**src/rtl/div_pkg.sv**
```systemverilog
// Shared definitions for the sequential restoring divider: FSM encoding and
// the iteration-counter sizing helper.
package div_pkg;

  localparam logic [1:0] S_IDLE = 2'd0;
  localparam logic [1:0] S_RUN  = 2'd1;
  localparam logic [1:0] S_FIN  = 2'd2;

  // Counter must hold the value n itself, so it needs clog2(n+1) bits.
  function automatic int cnt_width(input int n);
    return $clog2(n + 1);
  endfunction

endpackage

```
**src/rtl/seq_divider_rca.sv**
```systemverilog
// Ripple-carry adder; the divider feeds it an inverted divisor with carry-in 1
// so that it acts as the trial subtractor.
module seq_divider_rca #(
  parameter int W = 33
) (
  input  logic [W-1:0] a,
  input  logic [W-1:0] b,
  input  logic         cin,
  output logic [W-1:0] sum
);

  always_comb begin
    logic carry;
    carry = cin;
    sum   = '0;
    for (int i = 0; i < W; i++) begin
      sum[i] = a[i] ^ b[i] ^ carry;
      carry  = (a[i] & b[i]) | (carry & (a[i] ^ b[i]));
    end
  end

endmodule

```
**src/rtl/seq_divider.sv**
```systemverilog
// Multi-cycle restoring divider (one quotient bit per cycle) with RISC-V
// results for divide-by-zero and signed overflow.
module seq_divider
  import div_pkg::*;
#(
  parameter int N = 32
) (
  input  logic         clk,
  input  logic         rst_n,
  input  logic         start,
  input  logic         is_signed,
  input  logic [N-1:0] dividend,
  input  logic [N-1:0] divisor,
  output logic         busy,
  output logic         done,
  output logic [N-1:0] quotient,
  output logic [N-1:0] remainder,
  output logic         div_by_zero
);

  localparam int CW = cnt_width(N);
  localparam logic [N-1:0] ONE     = {{(N-1){1'b0}}, 1'b1};
  localparam logic [N-1:0] MIN_NEG = {1'b1, {(N-1){1'b0}}};

  logic [1:0]    state_reg;
  logic [CW-1:0] count_reg;
  logic [N-1:0]  pr_reg;       // partial remainder; its extra top bit is always 0 after a restore
  logic [N-1:0]  wq_reg;       // working dividend shifting out, quotient shifting in
  logic [N-1:0]  dvs_reg;
  logic          sq_reg;
  logic          sr_reg;
  logic          dz_reg;
  logic          special_reg;

  logic          dvd_neg;
  logic          dvs_neg;
  logic [N-1:0]  abs_dvd;
  logic [N-1:0]  abs_dvs;
  logic          zero_div;
  logic          overflow;
  logic [N:0]    shifted;
  logic [N:0]    trial;
  logic          q_bit;

  assign dvd_neg  = is_signed & dividend[N-1];
  assign dvs_neg  = is_signed & divisor[N-1];
  assign abs_dvd  = dvd_neg ? (~dividend + ONE) : dividend;
  assign abs_dvs  = dvs_neg ? (~divisor + ONE) : divisor;
  assign zero_div = (divisor == '0);
  assign overflow = is_signed & (dividend == MIN_NEG) & (&divisor);

  assign shifted = {pr_reg, wq_reg[N-1]};

  seq_divider_rca #(
    .W(N + 1)
  ) u_trial_sub (
    .a  (shifted),
    .b  (~{1'b0, dvs_reg}),
    .cin(1'b1),
    .sum(trial)
  );

  assign q_bit = ~trial[N];
  assign busy  = (state_reg != S_IDLE);

  always_ff @(posedge clk or negedge rst_n) begin
    if (!rst_n) begin
      state_reg   <= S_IDLE;
      count_reg   <= '0;
      pr_reg      <= '0;
      wq_reg      <= '0;
      dvs_reg     <= '0;
      sq_reg      <= 1'b0;
      sr_reg      <= 1'b0;
      dz_reg      <= 1'b0;
      special_reg <= 1'b0;
      done        <= 1'b0;
      quotient    <= '0;
      remainder   <= '0;
      div_by_zero <= 1'b0;
    end else begin
      done <= 1'b0;
      case (state_reg)
        S_IDLE: begin
          if (start) begin
            state_reg <= S_RUN;
            dvs_reg   <= abs_dvs;
            if (zero_div || overflow) begin
              // Short path: one idle RUN cycle (count = 1) with results preloaded
              // and sign fixes disabled, so done lands two edges after start.
              special_reg <= 1'b1;
              count_reg   <= CW'(1);
              sq_reg      <= 1'b0;
              sr_reg      <= 1'b0;
              dz_reg      <= zero_div;
              wq_reg      <= zero_div ? '1 : dividend;
              pr_reg      <= zero_div ? dividend : '0;
            end else begin
              special_reg <= 1'b0;
              count_reg   <= CW'(N);
              sq_reg      <= dvd_neg ^ dvs_neg;
              sr_reg      <= dvd_neg;
              dz_reg      <= 1'b0;
              wq_reg      <= abs_dvd;
              pr_reg      <= '0;
            end
          end
        end
        S_RUN: begin
          if (!special_reg) begin
            pr_reg <= q_bit ? trial[N-1:0] : shifted[N-1:0];
            wq_reg <= {wq_reg[N-2:0], q_bit};
          end
          count_reg <= count_reg - CW'(1);
          if (count_reg == CW'(1)) begin
            state_reg <= S_FIN;
          end
        end
        S_FIN: begin
          quotient    <= sq_reg ? (~wq_reg + ONE) : wq_reg;
          remainder   <= sr_reg ? (~pr_reg + ONE) : pr_reg;
          div_by_zero <= dz_reg;
          done        <= 1'b1;
          state_reg   <= S_IDLE;
        end
        default: begin
          state_reg <= S_IDLE;
        end
      endcase
    end
  end

endmodule
```
**config.mk**
```make
export PLATFORM = sky130hd
export DESIGN_NAME = seq_divider
export DESIGN_NICKNAME = d
export VERILOG_FILES = /design/src/rtl/div_pkg.sv /design/src/rtl/seq_divider_rca.sv /design/src/rtl/seq_divider.sv
export SDC_FILE = /design/constraint.sdc
export NUM_CORES = 1
export LEC_CHECK = 0
export ABC_AREA = 1
export BUFFER_PORTS_ARGS = -buffer_cell sky130_fd_sc_hd__buf_2
export CAP_MARGIN = 20
export CORE_AREA = 2 2 178 180
export CTS_CLUSTER_DIAMETER = 80
export CTS_CLUSTER_SIZE = 16
export DETAILED_ROUTE_END_ITERATION = 10
export DIE_AREA = 0 0 180 182
export PLACE_DENSITY = 0.54
export SKIP_LAST_GASP = 1
export SYNTH_ARGS = -nofsm -noshare
export SYNTH_HDL_FRONTEND = slang
export SYNTH_SLANG_ARGS = --single-unit
```
**constraint.sdc**
```tcl
create_clock -name clk -period 20.7 [get_ports clk]
set_input_delay 4.14 -clock clk [delete_from_list [all_inputs] [get_ports clk]]
set_output_delay 4.14 -clock clk [all_outputs]
set_load 0.02 [all_outputs]
```
[Word-level counts from Yosys, hierarchy flattened]
Index checks and enable logic that the tools add are counted.
Cells by class
  equal/unequal tests: 7
  bitwise operators: 172
  reductions and logical operators: 10
  muxes and demuxes: 26
  $add $sub $neg: 5
Operators with widths (number)
  two-way mux 32 bit: 13
  adder 32 x 1 -> 32 bit (second input constant): 4
  NOT 32 bit: 4
  one-hot mux 32 bit (2 select lines): 2
  AND 1 bit: 67
  XOR 1 bit: 66
  NOT 32 -> 33 bit: 1
  equality test 32 bit (second input constant): 1
  zero test 32 bit: 1
  OR 1 bit: 32
  AND reduction 32 bit: 1
  two-way mux 6 bit: 2
  one-hot mux 6 bit (2 select lines): 1
  equality test 6 x 1 -> 1 bit (second input constant): 1
  inequality test 2 bit (second input constant): 3
  AND reduction 2 bit: 3
  subtractor 6 x 1 -> 6 bit (second input constant): 1
  two-way mux 1 bit: 5
  two-way mux 2 bit: 2
  one-hot mux 2 bit (2 select lines): 1
  nonzero test 2 bit: 2
  AND reduction 3 bit: 1
  equality test 2 x 1 -> 1 bit (second input constant): 1
  equality test 2 bit (second input constant): 1
  3 further kinds: 4
Word-level totals
  word-level logic and storage cells: 233
  output and inout port bits: 67
  register bits: 174

[Logic depth before layout (Yosys ltp)]
  depth after elaboration: 69
  mapped depth: 43

[Modules after synthesis]
Synthesis repeated with hierarchy kept, for this count alone.
Unflattened totals
  cells, all modules: 1756
  area, all modules: 12240.5 um^2
By module, submodules not included
  seq_divider: area an instance 11541.1 um^2, cells each 1709, instances 1
  seq_divider_rca: area an instance 699.4 um^2, cells each 47, instances 1

[Worst setup path after synthesis]
OpenSTA, ideal clock, no wires.
  path kind: reg-to-reg
  start: reg wq_reg[31]
  end: reg pr_reg[20]
  slack: 7.447 ns
  data arrival time: 13.115 ns
  period minus slack after synthesis: 13.253 ns
  setup time: 0.138 ns
  cell stages (with the launch flop): 42
  cell sequence: dfrtp_1 -> inv_1 -> ha_1 -> fa_1 -> fa_1 -> fa_1 -> fa_1 -> fa_1 -> fa_1 -> fa_1 -> fa_1 -> fa_1 -> fa_1 -> fa_1 -> fa_1 -> fa_1 -> fa_1 -> fa_1 -> [6 not listed] -> fa_1 -> fa_1 -> fa_1 -> fa_1 -> fa_1 -> fa_1 -> fa_1 -> inv_1 -> fa_1 -> inv_1 -> fa_1 -> fa_1 -> or2_2 -> nand2_1 -> inv_2 -> clkbuf_1 -> o211ai_1 -> a31oi_1
On the way
  longest elaborated chain between the ends: 68
  elaborated cells between the ends (all ways): 70
  classes of those cells: mux: 3; bitwise: 67
Ends and longest elaborated chain
  start: declaration: RTL line seq_divider.sv:28  | logic [N-1:0] wq_reg;
  start signal: assignment: RTL line seq_divider.sv:96  | wq_reg <= zero_div ? '1 : dividend;
  start signal: assignment: RTL line seq_divider.sv:104  | wq_reg <= abs_dvd;
  start signal: assignment: RTL line seq_divider.sv:112  | wq_reg <= {wq_reg[N-2:0], q_bit};
  AND 1 bit or XOR 1 bit (tied branches): RTL line seq_divider_rca.sv:18  | carry = (a[i] & b[i]) | (carry & (a[i] ^ b[i]));
  OR 1 bit (*): RTL line seq_divider_rca.sv:18
  AND 1 bit (*): RTL line seq_divider_rca.sv:18
  OR 1 bit (*): RTL line seq_divider_rca.sv:18
  AND 1 bit (*): RTL line seq_divider_rca.sv:18
  OR 1 bit (*): RTL line seq_divider_rca.sv:18
  AND 1 bit (*): RTL line seq_divider_rca.sv:18
  OR 1 bit (*): RTL line seq_divider_rca.sv:18
  [52 not listed]
  AND 1 bit: RTL line seq_divider_rca.sv:18
  OR 1 bit: RTL line seq_divider_rca.sv:18
  AND 1 bit: RTL line seq_divider_rca.sv:18
  OR 1 bit: RTL line seq_divider_rca.sv:18
  XOR 1 bit: RTL line seq_divider_rca.sv:17  | sum[i] = a[i] ^ b[i] ^ carry;
  two-way mux 32 bit (*): RTL line seq_divider.sv:111  | pr_reg <= q_bit ? trial[N-1:0] : shifted[N-1:0];
  two-way mux 32 bit (*): RTL line seq_divider.sv:110  | if (!special_reg) begin
  one-hot mux 32 bit (2 select lines) (*): RTL line seq_divider.sv:83  | case (state_reg)
  end signal: assignment: RTL line seq_divider.sv:97  | pr_reg <= zero_div ? dividend : '0;
  end signal: assignment: RTL line seq_divider.sv:111
  end: declaration: RTL line seq_divider.sv:27  | logic [N-1:0] pr_reg;
Every way passes the cells marked *; elsewhere a longest branch is shown, timed or not. The select of a mux whose other input is x is not followed.
A chain may end at the register's enable or synchronous reset.

[Final worst setup path]
  start: reg wq_reg[31]
  end: reg pr_reg[0]
On the way
  longest elaborated chain between the ends: 68
  elaborated cells between the ends (all ways): 70
  classes of those cells: mux: 3; bitwise: 67
Ends and longest elaborated chain (RTL line)
  AND 1 bit or XOR 1 bit (tied branches): seq_divider_rca.sv:18, seq_divider_rca.sv:17
  OR 1 bit: seq_divider_rca.sv:18
  AND 1 bit: seq_divider_rca.sv:18
  OR 1 bit: seq_divider_rca.sv:18
  AND 1 bit: seq_divider_rca.sv:18
  OR 1 bit: seq_divider_rca.sv:18
  AND 1 bit: seq_divider_rca.sv:18
  OR 1 bit: seq_divider_rca.sv:18
  [52 not listed]
  AND 1 bit: seq_divider_rca.sv:18
  OR 1 bit: seq_divider_rca.sv:18
  AND 1 bit: seq_divider_rca.sv:18
  OR 1 bit: seq_divider_rca.sv:18
  XOR 1 bit: seq_divider_rca.sv:17
  two-way mux 32 bit (*): seq_divider.sv:111
  two-way mux 32 bit (*): seq_divider.sv:110
  one-hot mux 32 bit (2 select lines) (*): seq_divider.sv:83
Marks and branches as above.

==> metrics.md <==
| Metric | Value |
|---|---|
| Status | complete, no violations |
| Required @ worst endpoint | 20,990 ps |
| Avg Synthesized Cell Area | 7.19 um^2 |
| Latest clock arrival within the worst-skew pair | 440 ps |
| Critical path's slowest cell | inv_2 |
| Fillers | 3,290 |
| Final WL | 38,900 um |
| Post-cts sizing count | 0 |
| Max Root-Sink Buffers | 2 |
| RSZ-0062 raised after global routing | no |
| Total Power | 2.12 mW |
| CP arrival | 14,660 ps |
| #FFs+latches synth | 174 |
| Vias in the first global route | 10,700 |
| Area of the multi-input gates | 6650 um^2 |
| Slew margin rel. | 34.7% |
| Max-slew violations | 0 |
| Ports | 135 |
| Seq. cell area | 4350 um^2 |
| Post-detail-place hpwl | 29,200 um |
| Final nets | 1,854 |
| Sink Count | 174 |
| Number of post-CTS setup repair buffers | 0 |
| Fin cells | 2,163 |
| LEAKAGE | 6.46 nW |
| Fin. Hold Viols | 0 |
| TritonCTS clock tree | done |
| Die X | 180 um |
| Mapped Area | 11,900 um^2 |
| Initial antenna violation count | 5 |
| Area of the core | 31,000 um^2 |
| Post-synth ARST share | 100% |
| Placed cell count | 2,129 |
| Number of synthesized flops with an enable pin | 0 |
| Seq/Total Area, Yosys | 36.5% |
| Syn Nets | 1,767 |
| Final core utilization | 43.3% |
| Critical Path Start Type | flop |
| Max cap viols | 0 |
| CP Capture Type | flop |
| Placement row count | 65 |
| CTS hold repair buffers | 0 |
| Total Neg Setup Slack | 0 ps |
| Antenna-violating nets left | 0 |
| Post-Syn Instances | 1,660 |
| Via Count | 11,400 |
| First-pass DRT Iterations | 5 |
| Drt wl/cell | 18.0 um |
| Clock Tree Root | clkbuf_16 |
| DRT iter0 DRCs | 1,015 |
| Total global-route track usage | 24.3% |
| Chip height | 182 um |
| Layout cells sized above 1 | 12.7% |
| Global-route wire length before repair | 62,200 um |
| CP delay by family, top | adder cells |
| Worst-path clk slew | 80 ps |
| Worst-Margin Slew | 978 ps |
| Synth warn | 0 |
| Pwr dens | 158 nW/um^2 |
| WP buf/inv | 4 |
| Main flop type after synthesis | dfrtp_1 |
| H-tree depth | 4 |
| Hold Crit Class | reg2reg |
| Critical path type | reg2reg |
| Worst Skew | 15.0 ps |
| Tmin final | 14,370 ps |
| CTS Buf Count | 17 |
| Residual DRC | 0 |
| Cell mode on critical path | fa_1 |
| Area delta synth->final | 12.4% |
| I/O Buffers | 134 |
| Worst Path Max Fanout | 62 |
| Finish-stage setup viols | 0 |
| Final Cycle Share | 69.4% |
| GRT overflow | 0 |
| Starting Density | 38.5% |
| Pin count of the biggest net entering global routing | 94 |
| Via density | 5.28 |
| Die area | 32,800 um^2 |
| Achievable Freq | 69.6 MHz |
| Placer Congestion | 0.894 |
| CP peak stage delay | 730 ps |
| Peak VDD IR | 0.0000899 V |
| Count of cell types in the netlist | 46 |
tightest hold or removal path, stage by stage, from the launching register on:
cell	delay, ps
dfrtp_1	340
nand2_1	50
nand2_1	50
worst paths after layout:
kind                            cells past startpoint  slack (ps)     endpoint        start
worst max-delay path                               43        6330    pr_reg[0]   wq_reg[31]
worst min-delay path                                2         470  div_by_zero  div_by_zero
worst max register to register                     43        6330    pr_reg[0]   wq_reg[31]
worst min register to register                      2         470  div_by_zero  div_by_zero
max in group asynchronous                           3       15720    pr_reg[5]        rst_n
min in group asynchronous                           1        3760  dvs_reg[11]        rst_n
layer usage:
| layer | vias to the layer above | global-route usage (%) | share of wire [%] |
|---|---|---|---|
| li1 | 5626 | - | - |
| met1 | 5383 | 37.6 | 50 |
| met2 | 369 | 34.5 | 42 |
| met3 | 39 | 4.73 | 6.9 |
| met4 | 8 | 5.56 | 1.5 |
| met5 | - | 0 | 0.13 |
cells in the final DEF (no fill, tap or decap), types with 8 or more instances in the layout:
master / instances
inv_1: 143
nand4_1: 29
dfrtp_1: 174
a21oi_1: 56
inv_2: 13
o21ai_0: 109
o22ai_1: 8
nor3_1: 13
ha_1: 8
xor2_1: 54
nor2_1: 187
nor2_2: 9
a31oi_1: 43
buf_2: 133
nand3b_1: 8
o31ai_1: 10
fa_1: 31
nand2_1: 468
nand3_1: 131
o211ai_1: 37
clkbuf_16: 17
metrics by stage:
| step | hold WS [ps] | instance area, um^2 | worst slack, ps |
|---|---|---|---|
| after floorplan | 446 | 11900 | 7450 |
| after global placement | 451 | 12800 | 6520 |
| after detailed placement | 458 | 12800 | 6430 |
| after CTS | 475 | 13400 | 6420 |
| after global routing | 492 | 13400 | 5660 |
| final | 473 | 13400 | 6330 |
synthesized netlist by cell type (2+ instances only):
master / n / share of area, %
buf_1: 7 / 0.22
buf_2: 20 / 0.84
xnor2_1: 6 / 0.44
nand3_1: 131 / 5.5
o21ai_0: 109 / 4.6
ha_1: 8 / 0.84
nand4_1: 29 / 1.5
nor4_1: 3 / 0.16
nor2_1: 188 / 5.9
o21ai_1: 6 / 0.25
clkbuf_1: 40 / 1.3
inv_1: 144 / 4.5
nand3_2: 4 / 0.34
nand3b_1: 8 / 0.50
o31ai_1: 10 / 0.63
o211ai_1: 37 / 2.3
nor2_4: 5 / 0.47
a31oi_1: 43 / 2.3
o22ai_1: 8 / 0.42
inv_2: 12 / 0.38
nor2_2: 8 / 0.42
fa_1: 31 / 5.2
nor3_1: 13 / 0.55
or2_2: 3 / 0.16
a22oi_1: 3 / 0.19
nand2_2: 6 / 0.31
nand2_1: 468 / 15
nor3_2: 3 / 0.25
a21oi_1: 56 / 2.3
xor2_1: 54 / 4.0
dfrtp_1: 174 / 36
buf_6: 7 / 0.66
nand3_4: 2 / 0.29
o21ai_2: 2 / 0.15
power by group:
group | leakage [nW] | internal [mW] | switching, mW | total [mW]
sequential | 2.14 | 0.504 | 0.166 | 0.670
clock | 0.264 | 0.168 | 0.154 | 0.322
combinational | 4.05 | 0.411 | 0.718 | 1.13
total | 6.46 | 1.08 | 1.04 | 2.12
cell families (layout without fill, tap and decap cells):
kind of cell	after synthesis	after routing	share of synthesized area (%)
muxes	1	1	0.0839
adders and majority gates	39	39	6.04
AOI/OAI and AO/OA	279	279	13.5
and+or+nand+nor	876	876	31.6
DFF	174	174	36.5
xor gates and xnor gates	60	60	4.40
buffers and inverters	231	331	7.91
other	0	1	0
area by class of cell:
cell class                      instances  share of cell area (%)
Antenna cell                            1                  0.0186
Timing Repair Buffer                  142                    5.64
Clock inverter                         14                    1.01
Tap cell                              402                    3.75
Sequential cell                       174                    32.5
Inverter                              157                    4.39
Clock buffer                           18                    3.20
Multi-Input combinational cell       1255                    49.5
Note: power is estimated with default switching activity, not from simulation.
